**config.mk**
```make
export PLATFORM = sky130hd
export DESIGN_NAME = execute_stage
export DESIGN_NICKNAME = d
export VERILOG_FILES = /design/src/rtl/mips_pkg.sv /design/src/rtl/muldiv_unit.sv /design/src/rtl/execute_stage.sv
export SDC_FILE = /design/constraint.sdc
export NUM_CORES = 1
export LEC_CHECK = 0
export CAP_MARGIN = 20
export CELL_PAD_IN_SITES_DETAIL_PLACEMENT = 0
export CELL_PAD_IN_SITES_GLOBAL_PLACEMENT = 2
export CORE_MARGIN = 10
export CORE_UTILIZATION = 39
export CTS_BUF_LIST = sky130_fd_sc_hd__clkbuf_2
export DETAILED_ROUTE_END_ITERATION = 8
export PLACE_DENSITY = 0.85
export RECOVER_POWER = 50
export REMOVE_ABC_BUFFERS = 1
export SLEW_MARGIN = 20
export SYNTH_ARGS = -nofsm -noshare
export SYNTH_HDL_FRONTEND = slang
export SYNTH_SLANG_ARGS = --single-unit
```
**constraint.sdc**
```tcl
create_clock -name Clk -period 17.9 [get_ports Clk]
set_clock_uncertainty 0.2 [all_clocks]
set_input_delay 2.685 -clock Clk [delete_from_list [all_inputs] [get_ports Clk]]
set_output_delay 2.685 -clock Clk [all_outputs]
set_load 0.01 [all_outputs]
```
**src/rtl/mips_pkg.sv**
```systemverilog
// Shared constants for the MIPS execute stage: ALUOp encodings, control-word
// bit positions, R-type funct codes and the multiply/divide FSM types.
package mips_pkg;

  localparam logic [1:0] ALUOP_ADD   = 2'b00;
  localparam logic [1:0] ALUOP_SUB   = 2'b01;
  localparam logic [1:0] ALUOP_FUNCT = 2'b10;

  localparam int CTL_REGDST   = 8;
  localparam int CTL_ALUSRC   = 7;
  localparam int CTL_MEMTOREG = 6;
  localparam int CTL_REGWRITE = 5;
  localparam int CTL_MEMREAD  = 4;
  localparam int CTL_MEMWRITE = 3;
  localparam int CTL_BRANCH   = 2;

  localparam logic [5:0] F_SLL   = 6'h00;
  localparam logic [5:0] F_SRL   = 6'h02;
  localparam logic [5:0] F_SRA   = 6'h03;
  localparam logic [5:0] F_MFHI  = 6'h10;
  localparam logic [5:0] F_MFLO  = 6'h12;
  localparam logic [5:0] F_MULT  = 6'h18;
  localparam logic [5:0] F_MULTU = 6'h19;
  localparam logic [5:0] F_DIV   = 6'h1A;
  localparam logic [5:0] F_DIVU  = 6'h1B;
  localparam logic [5:0] F_ADD   = 6'h20;
  localparam logic [5:0] F_ADDU  = 6'h21;
  localparam logic [5:0] F_SUB   = 6'h22;
  localparam logic [5:0] F_SUBU  = 6'h23;
  localparam logic [5:0] F_AND   = 6'h24;
  localparam logic [5:0] F_OR    = 6'h25;
  localparam logic [5:0] F_XOR   = 6'h26;
  localparam logic [5:0] F_NOR   = 6'h27;
  localparam logic [5:0] F_SLT   = 6'h2A;
  localparam logic [5:0] F_SLTU  = 6'h2B;

  typedef enum logic {IDLE, BUSY} md_state_t;
  typedef enum logic [1:0] {MD_MULT, MD_MULTU, MD_DIV, MD_DIVU} md_op_t;

endpackage

```
**src/rtl/muldiv_unit.sv**
```systemverilog
// Iterative multiply/divide unit: one shift-add or restoring-subtract step per
// cycle on operand magnitudes, sign-corrected into HI/LO on the last step.
module muldiv_unit
  import mips_pkg::*;
#(
  parameter int XLEN      = 32,
  parameter int MD_CYCLES = 32
) (
  input  logic            clk,
  input  logic            rst_n,
  input  logic            i_start,
  input  logic            i_abort,
  input  md_op_t          i_op,
  input  logic [XLEN-1:0] i_a,
  input  logic [XLEN-1:0] i_b,
  output logic            o_busy,
  output logic [XLEN-1:0] o_hi,
  output logic [XLEN-1:0] o_lo
);

  localparam int CW = (MD_CYCLES > 1) ? $clog2(MD_CYCLES) : 1;

  md_state_t         r_state;
  logic [CW-1:0]     r_count;
  logic [2*XLEN-1:0] r_acc;
  logic [XLEN-1:0]   r_b, r_hi, r_lo;
  logic              r_is_div, r_neg_q, r_neg_r;

  logic              w_signed, w_is_div, w_a_neg, w_b_neg, w_div0;
  logic [XLEN-1:0]   w_a_mag, w_b_mag, w_quot, w_rem;
  logic [XLEN:0]     w_sum, w_top, w_diff;
  logic [2*XLEN-1:0] w_mul_next, w_div_next, w_acc_next, w_prod_fix;

  assign w_signed = (i_op == MD_MULT) || (i_op == MD_DIV);
  assign w_is_div = (i_op == MD_DIV) || (i_op == MD_DIVU);
  assign w_a_neg  = w_signed & i_a[XLEN-1];
  assign w_b_neg  = w_signed & i_b[XLEN-1];
  assign w_a_mag  = w_a_neg ? -i_a : i_a;
  assign w_b_mag  = w_b_neg ? -i_b : i_b;
  assign w_div0   = w_is_div && (i_b == '0);

  // Accumulator low half holds multiplier / dividend; r_b holds multiplicand / divisor.
  assign w_sum      = {1'b0, r_acc[2*XLEN-1:XLEN]} + (r_acc[0] ? {1'b0, r_b} : '0);
  assign w_mul_next = {w_sum, r_acc[XLEN-1:1]};
  assign w_top      = r_acc[2*XLEN-1:XLEN-1];
  assign w_diff     = w_top - {1'b0, r_b};
  assign w_div_next = w_diff[XLEN] ? {w_top[XLEN-1:0], r_acc[XLEN-2:0], 1'b0}
                                   : {w_diff[XLEN-1:0], r_acc[XLEN-2:0], 1'b1};
  assign w_acc_next = r_is_div ? w_div_next : w_mul_next;

  assign w_prod_fix = r_neg_q ? -w_acc_next : w_acc_next;
  assign w_quot     = r_neg_q ? -w_acc_next[XLEN-1:0] : w_acc_next[XLEN-1:0];
  assign w_rem      = r_neg_r ? -w_acc_next[2*XLEN-1:XLEN] : w_acc_next[2*XLEN-1:XLEN];

  // NOTE: sequential state uses non-blocking assignments so every register
  // samples pre-edge values regardless of statement order.
  always_ff @(posedge clk or negedge rst_n) begin
    if (!rst_n) begin
      r_state  <= IDLE;
      r_count  <= '0;
      r_acc    <= '0;
      r_b      <= '0;
      r_is_div <= 1'b0;
      r_neg_q  <= 1'b0;
      r_neg_r  <= 1'b0;
      r_hi     <= '0;
      r_lo     <= '0;
    end else begin
      case (r_state)
        IDLE: if (i_start) begin
          if (w_div0) begin
            r_hi <= i_a;
            r_lo <= '1;
          end else begin
            r_acc    <= {{XLEN{1'b0}}, w_a_mag};
            r_b      <= w_b_mag;
            r_count  <= '0;
            r_is_div <= w_is_div;
            r_neg_q  <= w_a_neg ^ w_b_neg;
            r_neg_r  <= w_a_neg;
            r_state  <= BUSY;
          end
        end
        BUSY: if (i_abort) begin
          r_state <= IDLE;
        end else begin
          r_acc   <= w_acc_next;
          r_count <= r_count + CW'(1);
          if (r_count == CW'(MD_CYCLES - 1)) begin
            r_hi    <= r_is_div ? w_rem  : w_prod_fix[2*XLEN-1:XLEN];
            r_lo    <= r_is_div ? w_quot : w_prod_fix[XLEN-1:0];
            r_state <= IDLE;
          end
        end
        default: r_state <= IDLE;
      endcase
    end
  end

  assign o_busy = (r_state == BUSY);
  assign o_hi   = r_hi;
  assign o_lo   = r_lo;

endmodule

```
**src/rtl/execute_stage.sv**
```systemverilog
// MIPS EX stage: operand mux, single-cycle ALU, branch resolution and the
// EX/MEM register; multiply/divide is delegated to muldiv_unit.
module execute_stage
  import mips_pkg::*;
#(
  parameter int XLEN      = 32,
  parameter int MD_CYCLES = 32
) (
  input  logic            Clk,
  input  logic            Rst_n,
  input  logic            inValid,
  input  logic            flush,
  input  logic [XLEN-1:0] register1,
  input  logic [XLEN-1:0] register2,
  input  logic [XLEN-1:0] signExtend,
  input  logic [XLEN-1:0] nextPC,
  input  logic [8:0]      controlUnitSig,
  input  logic [4:0]      rd,
  input  logic [4:0]      rt,
  input  logic [5:0]      funcBits,
  output logic            stall,
  output logic            outValid,
  output logic [XLEN-1:0] aluResult,
  output logic [XLEN-1:0] writeData,
  output logic [XLEN-1:0] branchTarget,
  output logic [4:0]      destReg,
  output logic [3:0]      memCtrl,
  output logic            PCSrc
);

  logic [XLEN-1:0] w_op_b, w_result, w_hi, w_lo;
  logic [4:0]      w_shamt;
  logic            w_known, w_is_md, w_busy, w_accept, w_load;
  md_op_t          w_md_op;

  assign w_op_b   = controlUnitSig[CTL_ALUSRC] ? signExtend : register2;
  assign w_shamt  = signExtend[10:6];
  assign stall    = w_busy;
  assign w_accept = inValid & ~flush & ~w_busy;
  assign w_load   = w_accept & ~w_is_md;

  // NOTE: every always_comb output gets a default first so no path infers a latch.
  always_comb begin
    w_result = '0;
    w_known  = 1'b1;
    w_is_md  = 1'b0;
    w_md_op  = MD_MULT;
    case (controlUnitSig[1:0])
      ALUOP_ADD:   w_result = register1 + w_op_b;
      ALUOP_SUB:   w_result = register1 - w_op_b;
      ALUOP_FUNCT: begin
        case (funcBits)
          F_ADD, F_ADDU: w_result = register1 + w_op_b;
          F_SUB, F_SUBU: w_result = register1 - w_op_b;
          F_AND:  w_result = register1 & w_op_b;
          F_OR:   w_result = register1 | w_op_b;
          F_XOR:  w_result = register1 ^ w_op_b;
          F_NOR:  w_result = ~(register1 | w_op_b);
          F_SLT:  w_result = {{(XLEN-1){1'b0}}, ($signed(register1) < $signed(w_op_b))};
          F_SLTU: w_result = {{(XLEN-1){1'b0}}, (register1 < w_op_b)};
          F_SLL:  w_result = register2 << w_shamt;
          F_SRL:  w_result = register2 >> w_shamt;
          F_SRA:  w_result = $signed(register2) >>> w_shamt;
          F_MFHI: w_result = w_hi;
          F_MFLO: w_result = w_lo;
          F_MULT:  begin w_is_md = 1'b1; w_md_op = MD_MULT;  end
          F_MULTU: begin w_is_md = 1'b1; w_md_op = MD_MULTU; end
          F_DIV:   begin w_is_md = 1'b1; w_md_op = MD_DIV;   end
          F_DIVU:  begin w_is_md = 1'b1; w_md_op = MD_DIVU;  end
          default: w_known = 1'b0;
        endcase
      end
      default: w_known = 1'b0;
    endcase
  end

  muldiv_unit #(.XLEN(XLEN), .MD_CYCLES(MD_CYCLES)) u_muldiv (
    .clk     (Clk),
    .rst_n   (Rst_n),
    .i_start (w_accept & w_is_md),
    .i_abort (flush),
    .i_op    (w_md_op),
    .i_a     (register1),
    .i_b     (register2),
    .o_busy  (w_busy),
    .o_hi    (w_hi),
    .o_lo    (w_lo)
  );

  // Anything not loaded as a real ALU instruction (stall, flush, idle, mul/div) is an all-zero bubble.
  always_ff @(posedge Clk or negedge Rst_n) begin
    if (!Rst_n) begin
      outValid     <= 1'b0;
      aluResult    <= '0;
      writeData    <= '0;
      branchTarget <= '0;
      destReg      <= '0;
      memCtrl      <= '0;
      PCSrc        <= 1'b0;
    end else if (w_load) begin
      outValid     <= 1'b1;
      aluResult    <= w_result;
      writeData    <= register2;
      branchTarget <= nextPC + (signExtend << 2);
      destReg      <= controlUnitSig[CTL_REGDST] ? rd : rt;
      memCtrl      <= {controlUnitSig[CTL_MEMTOREG], controlUnitSig[CTL_REGWRITE] & w_known,
                       controlUnitSig[CTL_MEMREAD], controlUnitSig[CTL_MEMWRITE]};
      PCSrc        <= controlUnitSig[CTL_BRANCH] & (w_result == '0);
    end else begin
      outValid     <= 1'b0;
      aluResult    <= '0;
      writeData    <= '0;
      branchTarget <= '0;
      destReg      <= '0;
      memCtrl      <= '0;
      PCSrc        <= 1'b0;
    end
  end

endmodule

```
==> flow_summary.toml, run 1 <==
[yosys]
netlist_area_mm2 = 0.0303
synth_edf_count = 0
postSynthCellCount = 3774
seq_area_frac_synth_pct = 22.8
netlist.area_leader.share_pct = 22.8
yosys_warnings = 0
synth_seq_cells = 276
ys.flop_type = "dfrtp_1"
yosysTopAreaCell = "dfrtp_1"
ys_top_cells_by_area = "dfrtp_1, ha_1, mux4_2"
syn_avg_cell_area_um2 = 8.02
synth.distinct_cells = 99
async_flop_share_pct = 100

[final_layout]
seqCellArea_mm2 = 0.00691
area_delta_synth_final_pct = 13.7
instances_no_fill = 5042
layout_commonest_cell = "nand2_1"
drive_gt1_share_pct = 8.80
multi_input_area_mm2 = 0.0216
most-common-layout-cells = "nand2_1, nor2_1, o21ai_0"
final_nets = 4320
stdcell_area_mm2 = 0.0344
num-fill-cells = 7945

[drt]
post-route-drc-count = 0
routed_wl_um = 139000
drtPass1Iterations = 6
vias = 31400
drt_iter0_drc = 3611
wl_per_cell_um = 27.5
vias_per_cell = 6.22
antenna_violating_nets_post_route = 0

[floorplanning]
die_area_mm2 = 0.0892
core_area_mm2 = 0.0772
die_x_um = 299
die_h_um = 299
design.portCount = 265
core.rowCount = 102
start_util_pct = 39.2

[clock_network]
clock_sinks = 276
cts_setup_buffers = 0
root_buffer = "clkbuf_2"
hold_buffers = 0
post_cts_resized = 0
cts_buffers = 85
ctsHtreeMaxLevel = 3
clock_latency_ps = 1210
clkTransAtPathRegs_ps = 90
clockBufferDepth = 3
cts_tree = "yes"

[critical_path]
cp.buffers_inverters = 2
crit_chain = "clkbuf_1, clkbuf_1"
r2r_start = "u_muldiv.r_b[0]$_DFFE_PN0P_"
critical_path_arrival_ps = 9430
critPathTopFamily = "buffers and inverters"
startpoint_type = "input pin"
end_kind = "asynchronous set/reset pin"
ff2ff_path_depth = 24
critPathMaxFanout = 92
crit_top_cell = "clkbuf_1"
cpMaxStageDelayCell = "clkbuf_1"
critical_path.max_stage_delay_ps = 3730
r2r_setup_slack_ps = 9990
r2r_end = "u_muldiv.o_hi[26]$_DFFE_PN0P_"
crit_type = "in2async"
cp.required_ps = 17550

[sta]
fmax_mhz = 102
worst_slack_ps = 8120
slew_headroom_pct = -262
setup_violations = 0
setup-tns-final_ps = 0
drv_slew = 297
period_needed_ps = 9780
finalHoldViolCount = 0
fin_crit_sh_pct = 54.6
worstMarginPinSlew_ps = 5430
rsz0062_at_grt = "false"

[place]
pre_cts_slack_ps = 9430
hpwl_um = 106000
post-place-cells = 4891
gp_congestion = 0.996
place_area_mm2 = 0.0337
io_buffers = 264

[power]
peakVddDrop_mv = 0.0409
p_clk_share_pct = 23.0
seqPwrFrac_pct = 31.2
leakagePower_nw = 15.0
p_int_w = 0.00122
swShare_pct = 45.5
powerDensity_mw_per_mm2 = 65.0
power_frac_comb_pct = 45.9
power.net_switching_w = 0.00102

[status]
violations = "max-capacitance violations, max-slew violations"
status = "finished, violations left"

[min_path]
hold_start = "u_muldiv.o_hi[8]$_DFFE_PN0P_"
holdPathEnd = "u_muldiv.o_hi[8]$_DFFE_PN0P_"
hold_depth = 1
min_path_type = "reg2reg"

[global_routing]
grt_usage_pct = 29.8
antenna_found_initial = 5
grt_max_degree = 93
grt_pass1_wl_um = 203000
overflow = 0
grt_pass1_vias = 30300

[run]
max_cap_viol_count = 5
-- how the worst max path moves through the flow --
stage	start	endpoint	slack, ps	depth (start not counted)
floorplan	register2[16]	u_muldiv.r_count[2]$_DFFE_PN0P_	10530	11
global placement	register2[3]	PCSrc$_DFF_PN0_	9500	16
detailed placement	register2[3]	PCSrc$_DFF_PN0_	9430	16
global route	Rst_n	u_muldiv.r_is_div$_DFFE_PN0P_	6730	2
CTS	u_muldiv.r_b[0]$_DFFE_PN0P_	u_muldiv.o_hi[26]$_DFFE_PN0P_	10070	24
finish	Rst_n	u_muldiv.r_is_div$_DFFE_PN0P_	8120	2
-- layer usage --
metal / vias to the layer above / share of wire [%] / GRT usage [%]
met5: - / 0.019 / 0
met4: 4 / 4.0 / 11.6
met3: 285 / 10 / 7.30
met2: 1618 / 42 / 43.9
met1: 15200 / 44 / 41.4
li1: 14200 / - / -
-- metrics by stage --
step                total power (W)  util, %  hold slack [ps]
finish                      0.00224     44.6              298
detailed placement          0.00171     43.7              273
global placement            0.00171     43.7              266
floorplan                   0.00130        -              248
global route                0.00236     44.6              298
CTS                         0.00224     44.6              292
-- worst reg2reg max path, cell delays in order (launching register included) --
cell and delay [ps]:
dfrtp_1 550, ha_1 250, inv_1 60, fa_1 430
a211oi_1 290, o21ai_1 260, o211a_1 360, o211a_1 350
o211ai_2 200, buf_4 420, nor2_1 260, a21oi_1 350
ha_1 270, o21ai_0 220, or4_1 540, or3_1 360
or2_2 370, o21ai_1 430, nand2_1 100, nor3_1 310
nand3_1 210, nor2_1 270, a31oi_1 140, xnor2_1 460
o21ai_0 140
-- flip-flops by register name, summed over array words and instances (netlist names) --
name	count
u_muldiv.r_is_div	1
u_muldiv.r_acc	64
u_muldiv.r_b	32
u_muldiv.r_count	5
PCSrc	1
aluResult	32
u_muldiv.r_neg_r	1
u_muldiv.o_busy	1
writeData	32
u_muldiv.o_hi	32
memCtrl	4
outValid	1
u_muldiv.o_lo	32
destReg	5
u_muldiv.r_neg_q	1
branchTarget	32
-- final cells by class --
| type | instances | area share, % |
|---|---|---|
| Inverter | 174 | 1.90 |
| Antenna cell | 3 | 0.0218 |
| Clock inverter | 29 | 0.389 |
| Sequential cell | 276 | 20.1 |
| Multi-Input combinational cell | 3060 | 62.9 |
| Timing Repair Buffer | 341 | 9.20 |
| Tap cell | 1040 | 3.78 |
| Clock buffer | 119 | 1.73 |
-- power groups by stage --
stage | Combinational (W) | Clock, W | Sequential [W]
5_1_grt | 0.00110 | 0.000563 | 0.000701
4_1_cts | 0.00100 | 0.000535 | 0.000696
3_5_place_dp | 0.000997 | 0 | 0.000708
6_report | 0.00103 | 0.000514 | 0.000697
3_3_place_gp | 0.00100 | 0 | 0.000707
2_1_floorplan | 0.000600 | 0 | 0.000704
-- synth_stat cells, drive strengths merged (12+ instances only) --
cell type / count
a211oi: 52
buf: 73
a31oi: 42
o21a: 29
o21bai: 30
a21oi: 272
mux2: 20
mux2i: 122
o211ai: 34
nand4: 28
nor2b: 35
inv: 172
nor4: 28
a221oi: 24
nand2: 357
o41ai: 12
nor2: 313
and2: 64
o21ai: 318
and3: 56
o311ai: 13
nor3: 111
or2: 14
o31ai: 30
mux4: 79
ha: 220
a211o: 17
clkbuf: 191
a2111oi: 12
or3: 37
o221ai: 16
xor2: 73
a21o: 73
a221o: 16
nor3b: 15
a222oi: 18
a22oi: 32
dfrtp: 276
nand3: 91
xnor2: 150
nand2b: 32
or4: 12
-- logic make-up (layout without fill, tap and decap cells) --
logic type | after synthesis | in the layout | share of synthesized area [%]
simple gates | 1232 | 1232 | 19.6
other cells | 0 | 3 | 0
xor+xnor | 223 | 223 | 6.45
fa+ha+maj | 225 | 225 | 9.42
compound gates | 1159 | 1159 | 25.1
mux | 221 | 221 | 10.7
flops | 276 | 276 | 22.8
buf+inv | 438 | 663 | 5.82
Note: power is estimated with default switching activity, not from simulation.
==> inputs of run 2 (changes only) <==
--- a/config.mk
+++ b/config.mk
@@ -9,10 +9,10 @@
 export CELL_PAD_IN_SITES_DETAIL_PLACEMENT = 0
 export CELL_PAD_IN_SITES_GLOBAL_PLACEMENT = 2
 export CORE_MARGIN = 10
-export CORE_UTILIZATION = 39
+export CORE_UTILIZATION = 37
 export CTS_BUF_LIST = sky130_fd_sc_hd__clkbuf_2
 export DETAILED_ROUTE_END_ITERATION = 8
-export PLACE_DENSITY = 0.85
+export PLACE_DENSITY = 0.81
 export RECOVER_POWER = 50
 export REMOVE_ABC_BUFFERS = 1
 export SLEW_MARGIN = 20
==> constraint.sdc (replaced) <==
create_clock -name Clk -period 9.92 [get_ports Clk]
set_clock_uncertainty 0.2 [all_clocks]
set_input_delay 1.488 -clock Clk [delete_from_list [all_inputs] [get_ports Clk]]
set_output_delay 1.488 -clock Clk [all_outputs]
set_load 0.01 [all_outputs]
==> run 2 against run 1 <==
The flow still finishes with violations (max-capacitance violations, max-slew violations). Total power up 84%. Hold slack better by 5.8 ps. Non-clock buffer count down 5. Clock-buffer cell count down 11. Final area up 0.19%. Sequential share of layout area about the same. Register-to-register slack worse by 6800 ps. Sequential power up 81%. Highest routed layer unchanged.
==> flow_summary.toml, run 2 (synthesis results as in run 1) <==
[sta]
setup-tns-final_ps = 0
drv_slew = 146
setup_violations = 0
worstMarginPinSlew_ps = 4290
fin_crit_sh_pct = 67.6
fmax_mhz = 149
period_needed_ps = 6710
finalHoldViolCount = 0
slew_headroom_pct = -186
rsz0062_at_grt = "false"

[clock_network]
clock_sinks = 276
ctsHtreeMaxLevel = 3
cts_tree = "yes"
root_buffer = "clkbuf_2"
cts_buffers = 84
post_cts_resized = 0
clockBufferDepth = 3
clock_latency_ps = 1250
clkTransAtPathRegs_ps = 120

[floorplanning]
design.portCount = 265
die_x_um = 306
core.rowCount = 104
die_h_um = 306
core_area_mm2 = 0.0808
start_util_pct = 37.5
die_area_mm2 = 0.0936

[drt]
drtPass1Iterations = 8
routed_wl_um = 143000
post-route-drc-count = 0
antenna_violating_nets_post_route = 0
vias_per_cell = 6.24
drt_iter0_drc = 3656
wl_per_cell_um = 28.3
vias = 31500

[critical_path]
crit_type = "reg2reg"
critPathMaxFanout = 7
end_kind = "flip-flop"
startpoint_type = "flip-flop"
critical_path_arrival_ps = 7660
cp.required_ps = 10880

[status]
status = "finished, violations left"
violations = "max-capacitance violations, max-slew violations"

[place]
place_area_mm2 = 0.0337
hpwl_um = 110000
gp_congestion = 0.972
io_buffers = 264

[run]
max_cap_viol_count = 3

[global_routing]
overflow = 0
grt_usage_pct = 29.3
antenna_found_initial = 9
grt_pass1_wl_um = 209000
grt_pass1_vias = 30300
grt_max_degree = 129

[final_layout]
stdcell_area_mm2 = 0.0345
largest_reg_flops = 64
multi_input_area_mm2 = 0.0217
layout_commonest_cell = "nand2_1"
area_delta_synth_final_pct = 13.9
final_nets = 4314
drive_gt1_share_pct = 8.71
regMostFlops = "u_muldiv.r_acc"
most-common-layout-cells = "nand2_1, nor2_1, o21ai_0"
num-fill-cells = 8342
seqCellArea_mm2 = 0.00691
utilization_pct = 42.7

[power]
total_power_w = 0.00411
leakagePower_nw = 15.0
powerDensity_mw_per_mm2 = 119
peakVddDrop_mv = 0.0876

[min_path]
min_path_type = "reg2reg"
run 2: per-layer routing:
layer  vias to the layer above  global-route usage [%]  part of all wire, %
met1                     15400                    40.9                   44
met4                         4                    10.1                  3.6
met2                      1546                    43.9                   43
met3                       286                    6.55                  9.3
met5                         -                       0                0.019
li1                      14200                       -                    -
run 2: path summary, 6_finish.rpt:
kind,slack (ps),depth (start not counted),start,end
setup / recovery,3210,21,u_muldiv.r_acc[60]$_DFFE_PN0P_,u_muldiv.o_hi[22]$_DFFE_PN0P_
hold / removal,300,2,u_muldiv.r_b[25]$_DFFE_PN0P_,u_muldiv.r_b[25]$_DFFE_PN0P_
setup reg to reg,3210,21,u_muldiv.r_acc[60]$_DFFE_PN0P_,u_muldiv.o_hi[22]$_DFFE_PN0P_
hold reg to reg,300,2,u_muldiv.r_b[25]$_DFFE_PN0P_,u_muldiv.r_b[25]$_DFFE_PN0P_
max in group asynchronous,4500,4,Rst_n,writeData[3]$_DFF_PN0_
min in group asynchronous,2100,2,Rst_n,u_muldiv.r_acc[25]$_DFFE_PN0P_
run 2: area by class of cell:
class,count,area share [%]
inverters,174,1.89
multi-input cells,3060,62.8
flip-flops and latches,276,20.1
well taps,1060,3.85
clock inverters,31,0.649
repair buffers,336,9.16
diodes,3,0.0218
clock buffers,108,1.57
run 2: power by group:
group,internal (W),switching (W)
combinational,0.000691,0.00117
clock,0.000381,0.000607
sequential,0.00119,0.0000724
run 2: per-stage QoR:
stage               hold slack (ps)  worst slack (ps)  cells
finish                          304              3210   5048
CTS                             300              3260   5045
global placement                266              2480   4905
global route                    335              2740   5046
floorplan                       248              2730   3510
detailed placement              270              2480   4905
run 2: worst max-delay path, cell delays in order (launching register included):
cell and delay (ps):
dfrtp_1 440, ha_1 410, nand4_1 220, nor4_2 730
nand2_1 160, a211o_1 340, o211ai_2 90, nor2_1 130
a21oi_1 410, ha_1 260, o21ai_0 150, or4_1 530
or3_1 380, or2_2 380, o21ai_1 350, nand2_1 100
nor3_1 320, nand3_1 200, o31ai_1 330, xor2_1 220
mux2i_1 110, a21oi_1 160
run 2: repair_timing:
| item | CTS | global route |
|---|---|---|
| hold buffers | 1 | 0 |
| setup buffers | 0 | 0 |
| endpoints found under the hold margin | 39 | 0 |
